**src/rtl/door_motor_ctrl.sv**
```systemverilog
// Garage-door motor controller: push-button start/stop/reverse, obstacle auto-reverse,
// dead time before direction changes, and a travel watchdog that latches a fault.
module door_motor_ctrl #(
  parameter int unsigned TRAVEL_MAX   = 1000,
  parameter int unsigned DEAD_CYCLES  = 4,
  parameter bit          OBST_REVERSE = 1'b1
) (
  input  logic clk,
  input  logic rst_n,
  input  logic activate,
  input  logic up_limit,
  input  logic dn_limit,
  input  logic obstacle,
  input  logic fault_clr,
  output logic motor_up,
  output logic motor_dn,
  output logic fault
);

  localparam int TW = $clog2(TRAVEL_MAX + 1);
  localparam int DW = (DEAD_CYCLES > 1) ? $clog2(DEAD_CYCLES) : 1;
  localparam logic [TW-1:0] TRAVEL_LAST = TW'(TRAVEL_MAX - 1);
  localparam logic [DW-1:0] DEAD_LAST   = DW'((DEAD_CYCLES > 0) ? DEAD_CYCLES - 1 : 0);

  typedef enum logic [2:0] {
    S_INIT, S_OPEN, S_CLOSED, S_MOVE_UP, S_MOVE_DN, S_STOPPED, S_DEAD, S_FAULT
  } state_e;

  state_e          state_q, state_d;
  logic            activate_q;
  logic            last_dir_q, last_dir_d;
  logic            dead_up_q, dead_up_d;
  logic [TW-1:0]   travel_q, travel_d;
  logic [DW-1:0]   dead_q, dead_d;
  logic            motor_up_q, motor_dn_q, fault_q;

  logic cmd, in_move, timeout, enter_move;

  assign cmd        = activate & ~activate_q;
  assign in_move    = (state_q == S_MOVE_UP) || (state_q == S_MOVE_DN);
  assign timeout    = in_move && (travel_q == TRAVEL_LAST);
  assign enter_move = ((state_d == S_MOVE_UP) || (state_d == S_MOVE_DN)) && (state_d != state_q);

  always_comb begin
    state_d   = state_q;
    dead_up_d = dead_up_q;
    case (state_q)
      S_INIT: begin
        if (up_limit && dn_limit) state_d = S_FAULT;
        else if (up_limit)        state_d = S_OPEN;
        else if (dn_limit)        state_d = S_CLOSED;
        else                      state_d = S_STOPPED;
      end
      S_OPEN: begin
        if (cmd && !obstacle) state_d = S_MOVE_DN;
      end
      S_CLOSED: begin
        if (cmd) state_d = S_MOVE_UP;
      end
      S_MOVE_DN: begin
        if (dn_limit) state_d = S_CLOSED;
        else if (obstacle) begin
          if (!OBST_REVERSE)         state_d = S_STOPPED;
          else if (DEAD_CYCLES == 0) state_d = S_MOVE_UP;
          else begin
            state_d   = S_DEAD;
            dead_up_d = 1'b1;
          end
        end
        else if (cmd)     state_d = S_STOPPED;
        else if (timeout) state_d = S_FAULT;
      end
      S_MOVE_UP: begin
        if (up_limit)     state_d = S_OPEN;
        else if (cmd)     state_d = S_STOPPED;
        else if (timeout) state_d = S_FAULT;
      end
      S_STOPPED: begin
        // A limit reached by hand takes precedence over a simultaneous press.
        if (up_limit)      state_d = S_OPEN;
        else if (dn_limit) state_d = S_CLOSED;
        else if (cmd) begin
          if (DEAD_CYCLES != 0) begin
            state_d   = S_DEAD;
            dead_up_d = ~last_dir_q;
          end
          else if (!last_dir_q) state_d = S_MOVE_UP;
          else if (obstacle)    state_d = S_STOPPED;
          else                  state_d = S_MOVE_DN;
        end
      end
      S_DEAD: begin
        if (dead_q == DEAD_LAST) begin
          if (dead_up_q)     state_d = S_MOVE_UP;
          else if (obstacle) state_d = S_STOPPED;
          else               state_d = S_MOVE_DN;
        end
      end
      S_FAULT: begin
        if (fault_clr) state_d = S_INIT;
      end
      default: state_d = S_INIT;
    endcase
  end

  always_comb begin
    last_dir_d = last_dir_q;
    if (enter_move)
      last_dir_d = (state_d == S_MOVE_UP);
    else if ((state_q == S_INIT) && (state_d == S_STOPPED))
      last_dir_d = 1'b1;

    travel_d = travel_q;
    if (enter_move)
      travel_d = '0;
    else if (in_move && (travel_q != '1))
      travel_d = travel_q + TW'(1);

    dead_d = dead_q;
    if ((state_d == S_DEAD) && (state_q != S_DEAD))
      dead_d = '0;
    else if ((state_q == S_DEAD) && (dead_q != DEAD_LAST))
      dead_d = dead_q + DW'(1);
  end

  always_ff @(posedge clk or negedge rst_n) begin
    if (!rst_n) begin
      state_q    <= S_INIT;
      activate_q <= 1'b1;
      last_dir_q <= 1'b1;
      dead_up_q  <= 1'b0;
      travel_q   <= '0;
      dead_q     <= '0;
      motor_up_q <= 1'b0;
      motor_dn_q <= 1'b0;
      fault_q    <= 1'b0;
    end else begin
      state_q    <= state_d;
      activate_q <= activate;
      last_dir_q <= last_dir_d;
      dead_up_q  <= dead_up_d;
      travel_q   <= travel_d;
      dead_q     <= dead_d;
      motor_up_q <= (state_d == S_MOVE_UP);
      motor_dn_q <= (state_d == S_MOVE_DN);
      fault_q    <= (state_d == S_FAULT);
    end
  end

  assign motor_up = motor_up_q;
  assign motor_dn = motor_dn_q;
  assign fault    = fault_q;

endmodule

```
**config.mk**
```make
export PLATFORM = sky130hd
export DESIGN_NAME = door_motor_ctrl
export DESIGN_NICKNAME = d
export VERILOG_FILES = /design/src/rtl/door_motor_ctrl.sv
export SDC_FILE = /design/constraint.sdc
export NUM_CORES = 1
export LEC_CHECK = 0
export BUFFER_PORTS_ARGS = -buffer_cell sky130_fd_sc_hd__buf_2
export CAP_MARGIN = 40
export CORE_ASPECT_RATIO = 0.75
export CORE_MARGIN = 1.5
export CORE_UTILIZATION = 40
export CTS_CLUSTER_DIAMETER = 150
export DETAILED_ROUTE_END_ITERATION = 8
export SETUP_SLACK_MARGIN = 0.2
export SYNTH_ARGS = -nofsm -noshare
export SYNTH_HDL_FRONTEND = slang
export SYNTH_SLANG_ARGS = --single-unit
```
**constraint.sdc**
```tcl
create_clock -name clk -period 2.4 [get_ports clk]
set_clock_uncertainty 0.2 [all_clocks]
set_input_delay 0.36 -clock clk [delete_from_list [all_inputs] [get_ports clk]]
set_output_delay 0.36 -clock clk [all_outputs]
set_load 0.005 [all_outputs]
```
; Word-level counts from Yosys, hierarchy flattened
; Cells that the tools add are included.
[totals]
latch_bits = 0
inputBits = 7
ramBits = 0
n_memories = 0
rom_bits = 0
register_bits = 21
[op_classes]
shift = 0
div_mod_pow = 0
mux = 30
n_mul = 0
bitwise = 3
add_sub_neg = 2
reduce_logical = 17
magnitude_cmp = 0
n_eq_ne = 23
[op_table]
columns = cell, n
row1 = two-way mux 3 bit, 16
row2 = "equality test 3 bit, second input constant", 8
row3 = case mux 3 bit (8 select lines), 1
row4 = two-way mux 10 bit, 2
row5 = "!= test 2 bit, second input constant", 6
row6 = "adder 10 x 1 -> 10 bit, second input constant", 1
row7 = "equality test 10 bit, second input constant", 1
row8 = "!= test 10 bit, second input constant", 1
row9 = "equality test 3 x 2 -> 1 bit, second input constant", 3
row10 = logical AND 1 bit, 8
row11 = two-way mux 1 bit, 8
row12 = nonzero test 2 bit, 4
row13 = AND reduction 6 bit, 1
row14 = two-way mux 2 bit, 2
row15 = "equality test 3 x 1 -> 1 bit, second input constant", 1
row16 = zero test 3 bit, 1
row17 = != test 3 bit, 1
row18 = "!= test 3 bit, second input constant", 1
row19 = "adder 2 x 1 -> 2 bit, second input constant", 1
row20 = "equality test 2 bit, second input constant", 1
row21 = logical OR 1 bit, 2
row22 = NOT 1 bit, 2
row23 = case mux 1 bit (2 select lines), 1
row24 = AND 1 bit, 1
row25 = zero test 1 bit, 1

; Longest topological paths before layout
[depth]
ltp_word = 12
mapped_depth = 10
depth_no_buf = 8

; Worst setup path after synthesis
; Ideal clock, no wire load.
[synth_path]
path_kind = register to register
startpoint = register travel_q[0]
endpoint = register travel_q[0]
required_time_ps = 2081
arrival_time_ps = 2150
path_stages_with_launch = 10
path_slack_ps = -69
cell_sequence = dfrtp_1 > ha_1 > nand2_1 > or4_1 > a21oi_1 > o32a_2 > nor4b_2 > o21a_1 > buf_6 > nor2_1
[synth_via]
elab_chain_cells = 11
word_cells_on_any_way = 19
cone_classes = add/sub (1) / eq/ne (5) / mux (8) / reduce/logical (5)
[synth_rtl]
columns = item, line
row1 = "start, declared", 33  ; logic [TW-1:0] travel_q, travel_d;
row2 = "start signal, assigned", 142  ; travel_q <= travel_d;
row3 = equality test 10 bit *, 41  ; assign timeout = in_move && (travel_q == TRAVEL_LAST);
row4 = logical AND 1 bit *, 41
row5 = two-way mux 3 bit *, "71, 76"
row6 = two-way mux 3 bit *, 75  ; else if (cmd) state_d = S_STOPPED;
row7 = two-way mux 3 bit, 62  ; else if (obstacle) begin
row8 = two-way mux 3 bit, 61  ; if (dn_limit) state_d = S_CLOSED;
row9 = case mux 3 bit (8 select lines) *, 47  ; case (state_q)
row10 = net state_d[2], 29  ; state_e state_q, state_d;
row11 = equality test 3 x 2 -> 1 bit or equality test 3 bit (tied branches), 42  ; assign enter_move = ((state_d == S_MOVE_UP) || (state_d == S_MOVE_DN)) && (state_d != state_q);
row12 = logical OR 1 bit, 42
row13 = logical AND 1 bit *, 42
row14 = two-way mux 10 bit or nonzero test 2 bit (tied branches), --
; Mark *: on every way through the listed nets, which the timed path passes. The rest lies on a longest branch. The select of a mux whose other input is x is not followed.
; A chain may end at the register's enable or synchronous reset.

; Worst setup path in the final report
[layout_path]
startpoint = register state_q[1]
endpoint = register travel_q[5]
[layout_via]
elab_chain_cells = 12
word_cells_on_any_way = 31
cone_classes = eq/ne (10) / mux (14) / reduce/logical (7)
[layout_rtl]
columns = item, line
row1 = "start, declared", 29
row2 = "start signal, assigned", 138  ; state_q <= state_d;
row3 = equality test 3 x 2 -> 1 bit or equality test 3 bit (tied branches), "40, 47"
row4 = logical OR 1 bit, 40  ; assign in_move = (state_q == S_MOVE_UP) || (state_q == S_MOVE_DN);
row5 = logical AND 1 bit, 41
row6 = two-way mux 3 bit, "71, 76"
row7 = two-way mux 3 bit, 75
row8 = two-way mux 3 bit, 62
row9 = two-way mux 3 bit, 61
row10 = case mux 3 bit (8 select lines) *, 47
row11 = net state_d[0], 29
row12 = equality test 3 x 2 -> 1 bit or equality test 3 bit (tied branches), 42
row13 = logical OR 1 bit, 42
row14 = logical AND 1 bit *, 42
row15 = two-way mux 10 bit or nonzero test 2 bit (tied branches), --
; Mark *: on every way through the listed nets, which the timed path passes. The rest lies on a longest branch.

==> metrics.cfg <==
[outcome]
status=finished with violations
violations=setup timing

[route]
drt-initial-drc-count=112
drt-total-wl_um=3518
ant_nets=0
drc=0
firstDrtPassIters=4
vias=1290
vias_per_cell=5.658
routedWlPerCell_um=15.43

[timing]
fin_crit_ns=2.517
fin_hold_ws_ns=0.03642
fin_crit_sh=1.049
rsz0062_at_grt=true
fmax_mhz=397.2
maxSlewHeadroom=0.6852
finalSetupViolCount=12
final_max_slew_viol_count=0
fin_ws_ns=-0.1175
worst_pin_slew_ns=0.4722
hold_viol_final=0

[floorplanning]
ios=10
start_util=0.4312
dieArea_mm2=0.003611
row_count=17
die-width_um=68.89
die_y_um=52.42
design.core.area_mm2=0.003020

[clock_tree]
clock_tree.buffer_depth=2
h-tree-depth=1
numCtsBuffers=3
clkLatencyLatePin_ns=0.26
clockRootBuffer=clkbuf_8
cts.sinks=21
clkSlewWorstSetupHoldPaths_ns=0.07
cts_tree=built

[run]
drv_cap=0

[hold_path]
hold_path_end=activate_q
min_from=activate
hold_path_depth=1
hp-class=input pin to flip-flop

[critical_path]
timing.rr.start=state_q[1]
cp.required_ns=2.35
r2r_cells=7
cp-end-kind=flip-flop
worst-setup-path-type=flip-flop to flip-flop
worst_r2r_endpoint=travel_q[5]
crit_path_max_fanout=10
cp.arrival_ns=2.47
r2r_setup_slack_ns=-0.12
critPathLaunchType=flip-flop

[synthesis]
synth_edf_count=0
synthCells=137
synthFlopType=dfrtp_1
synth.distinct_cells=49
async_flop_share=1.000
ys_ff_latch=21
yosys_warnings=0
syn-num-nets=148
syn_avg_cell_area_um2=9.507
netlist_area_mm2=0.001302
yosysSeqAreaShare=0.4054

[placement]
gp_congestion=1.059
io_buffer_count=9
hpwl_um=2714
placed_area_mm2=0.001683
dp_slack_ns=-0.1408

[final_layout]
syn_to_final_growth_pct=44.86
finish.utilization=0.6247
drive_above_1_share=0.4053
postLayoutCellArea_mm2=0.001887
layout.nets=202
n_antenna_cell=0

[grt]
antenna_found_initial=0
grt_start_max_net_pins=22
grt_pass1_vias=1204
grt_usage=0.2256
overflow=0
grt_first_pass_wirelength_um=5727

[power_and_ir_drop]
power_density_mw_per_mm2=1166
p_leak_nw=0.8513
vdd_ir_drop_max_mv=0.5115

==> state kept, by name (all words and copies together), names as in the netlist <==
signal      flops
fault           1
activate_q      1
motor_dn        1
travel_q       10
state_q         3
motor_up        1
dead_up_q       1
last_dir_q      1
dead_q          2
==> cell usage after synthesis, types with 2 or more instances <==
cell type  instances  area [um2]
dfrtp_1           19       475.5
nor2_1            16       60.06
nand2_1            7       26.28
nand3_1            7       35.03
o21ai_0            6       30.03
a21oi_1            5       25.02
inv_1              5       18.77
nor3_1             5       25.02
ha_1               4       50.05
xnor2_1            4       35.03
xor2_1             4       35.03
a31oi_1            3       18.77
nand2b_1           3       18.77
nand4_1            3       18.77
nor3b_1            3       22.52
a211oi_1           2       15.01
and3_1             2       12.51
buf_6              2       22.52
dfstp_2            2       52.55
nor4_1             2       12.51
nor4b_2            2       30.03
o2bb2ai_1          2       17.52
or3_1              2       12.51
or4_1              2       15.01
==> routing by layer <==
| layer | track usage | up-vias | wire (um) |
|---|---|---|---|
| met5 | 0 | - | 0 |
| met3 | 0.06237 | 7 | 262 |
| met1 | 0.3180 | 615 | 1658 |
| met4 | 0.08170 | 0 | 55 |
| met2 | 0.3285 | 51 | 1542 |
| li1 | - | 617 | - |
==> worst max-delay path, cell delays in order, from the launching register on <==
cell	delay [ns]
dfrtp_2	0.44
or4_1	0.51
a222oi_1	0.38
a22oi_2	0.15
nor4b_4	0.33
o21a_1	0.21
buf_12	0.13
nor2_1	0.05
==> report_power, final <==
part | switching [mW] | internal, mW | total (mW) | leakage (nW)
combinational | 0.671 | 0.748 | 1.42 | 0.559
sequential | 0.0892 | 0.465 | 0.554 | 0.269
clock | 0.108 | 0.118 | 0.226 | 0.0228
total | 0.869 | 1.33 | 2.20 | 0.851
==> kinds of logic after synthesis <==
logic type / count (synthesis) / synth area share
AO/OA/AOI/OAI: 30 / 0.1691
multiplexers: 2 / 0.01633
flip-flops: 21 / 0.4054
XOR/XNOR: 8 / 0.05379
buffers and inverters: 11 / 0.04995
AND/OR/NAND/NOR: 61 / 0.2671
adder cells (fa/ha/maj): 4 / 0.03843
==> layout make-up <==
cell class	instances	area, um2
Fill cell	234	1134
Multi-Input combinational cell	105	825.8
Sequential cell	21	530.5
Timing Repair Buffer	54	412.9
Tap cell	38	47.55
Clock buffer	4	45.04
Inverter	6	25.02
==> stage by stage <==
stage | TNS [ns] | power [mW] | instances
after floorplan | 0 | 1.248 | 137
after global placement | -1.088 | 1.726 | 215
after detailed placement | -1.436 | 1.753 | 215
after CTS | -0.9940 | 2.091 | 225
after global routing | -2.521 | 2.343 | 228
final | -1.179 | 2.200 | 228
==> worst max path at each step <==
| stage | start | end | slack [ns] | cells past startpoint |
|---|---|---|---|---|
| global placement | activate_q | travel_q[9] | -0.11 | 9 |
| global route | state_q[1] | travel_q[5] | -0.23 | 7 |
| floorplan | travel_q[3] | travel_q[0] | 0.09 | 8 |
| finish | state_q[1] | travel_q[5] | -0.12 | 7 |
| CTS | activate_q | travel_q[5] | -0.10 | 9 |
| detailed placement | activate_q | travel_q[7] | -0.14 | 9 |
==> timing repair <==
action | CTS | global route
endpoints found under the setup margin | 15 | 16
pin swaps | 9 | 6
setup buffers | 5 | 3
hold buffers | 1 | 0
endpoints found under the hold margin | 19 | 0
resized for setup | 12 | 9
cloned | 0 | 0
==> layout by cell type, fill, tap and decap left out, types with 2 or more instances in the layout <==
master and instances:
o21ai_0 4, nor3_1 5, dfrtp_2 2, ha_1 3, nand2b_1 2, nor3b_1 2, dfstp_2 2, o21ai_1 2
nand2_1 6, nor4b_4 3, nand3_1 7, inv_1 5, xnor2_1 4, a211oi_1 2, nand4_1 3, clkbuf_8 3
buf_4 39, dfrtp_1 17, and3_1 2, or3_1 2, xor2_1 4, buf_6 4, buf_2 9, o2bb2ai_1 2
a21oi_1 4, nor2_1 16, nor4_1 2, a31oi_1 2
No activity file was read; power rests on OpenSTA's default activity.
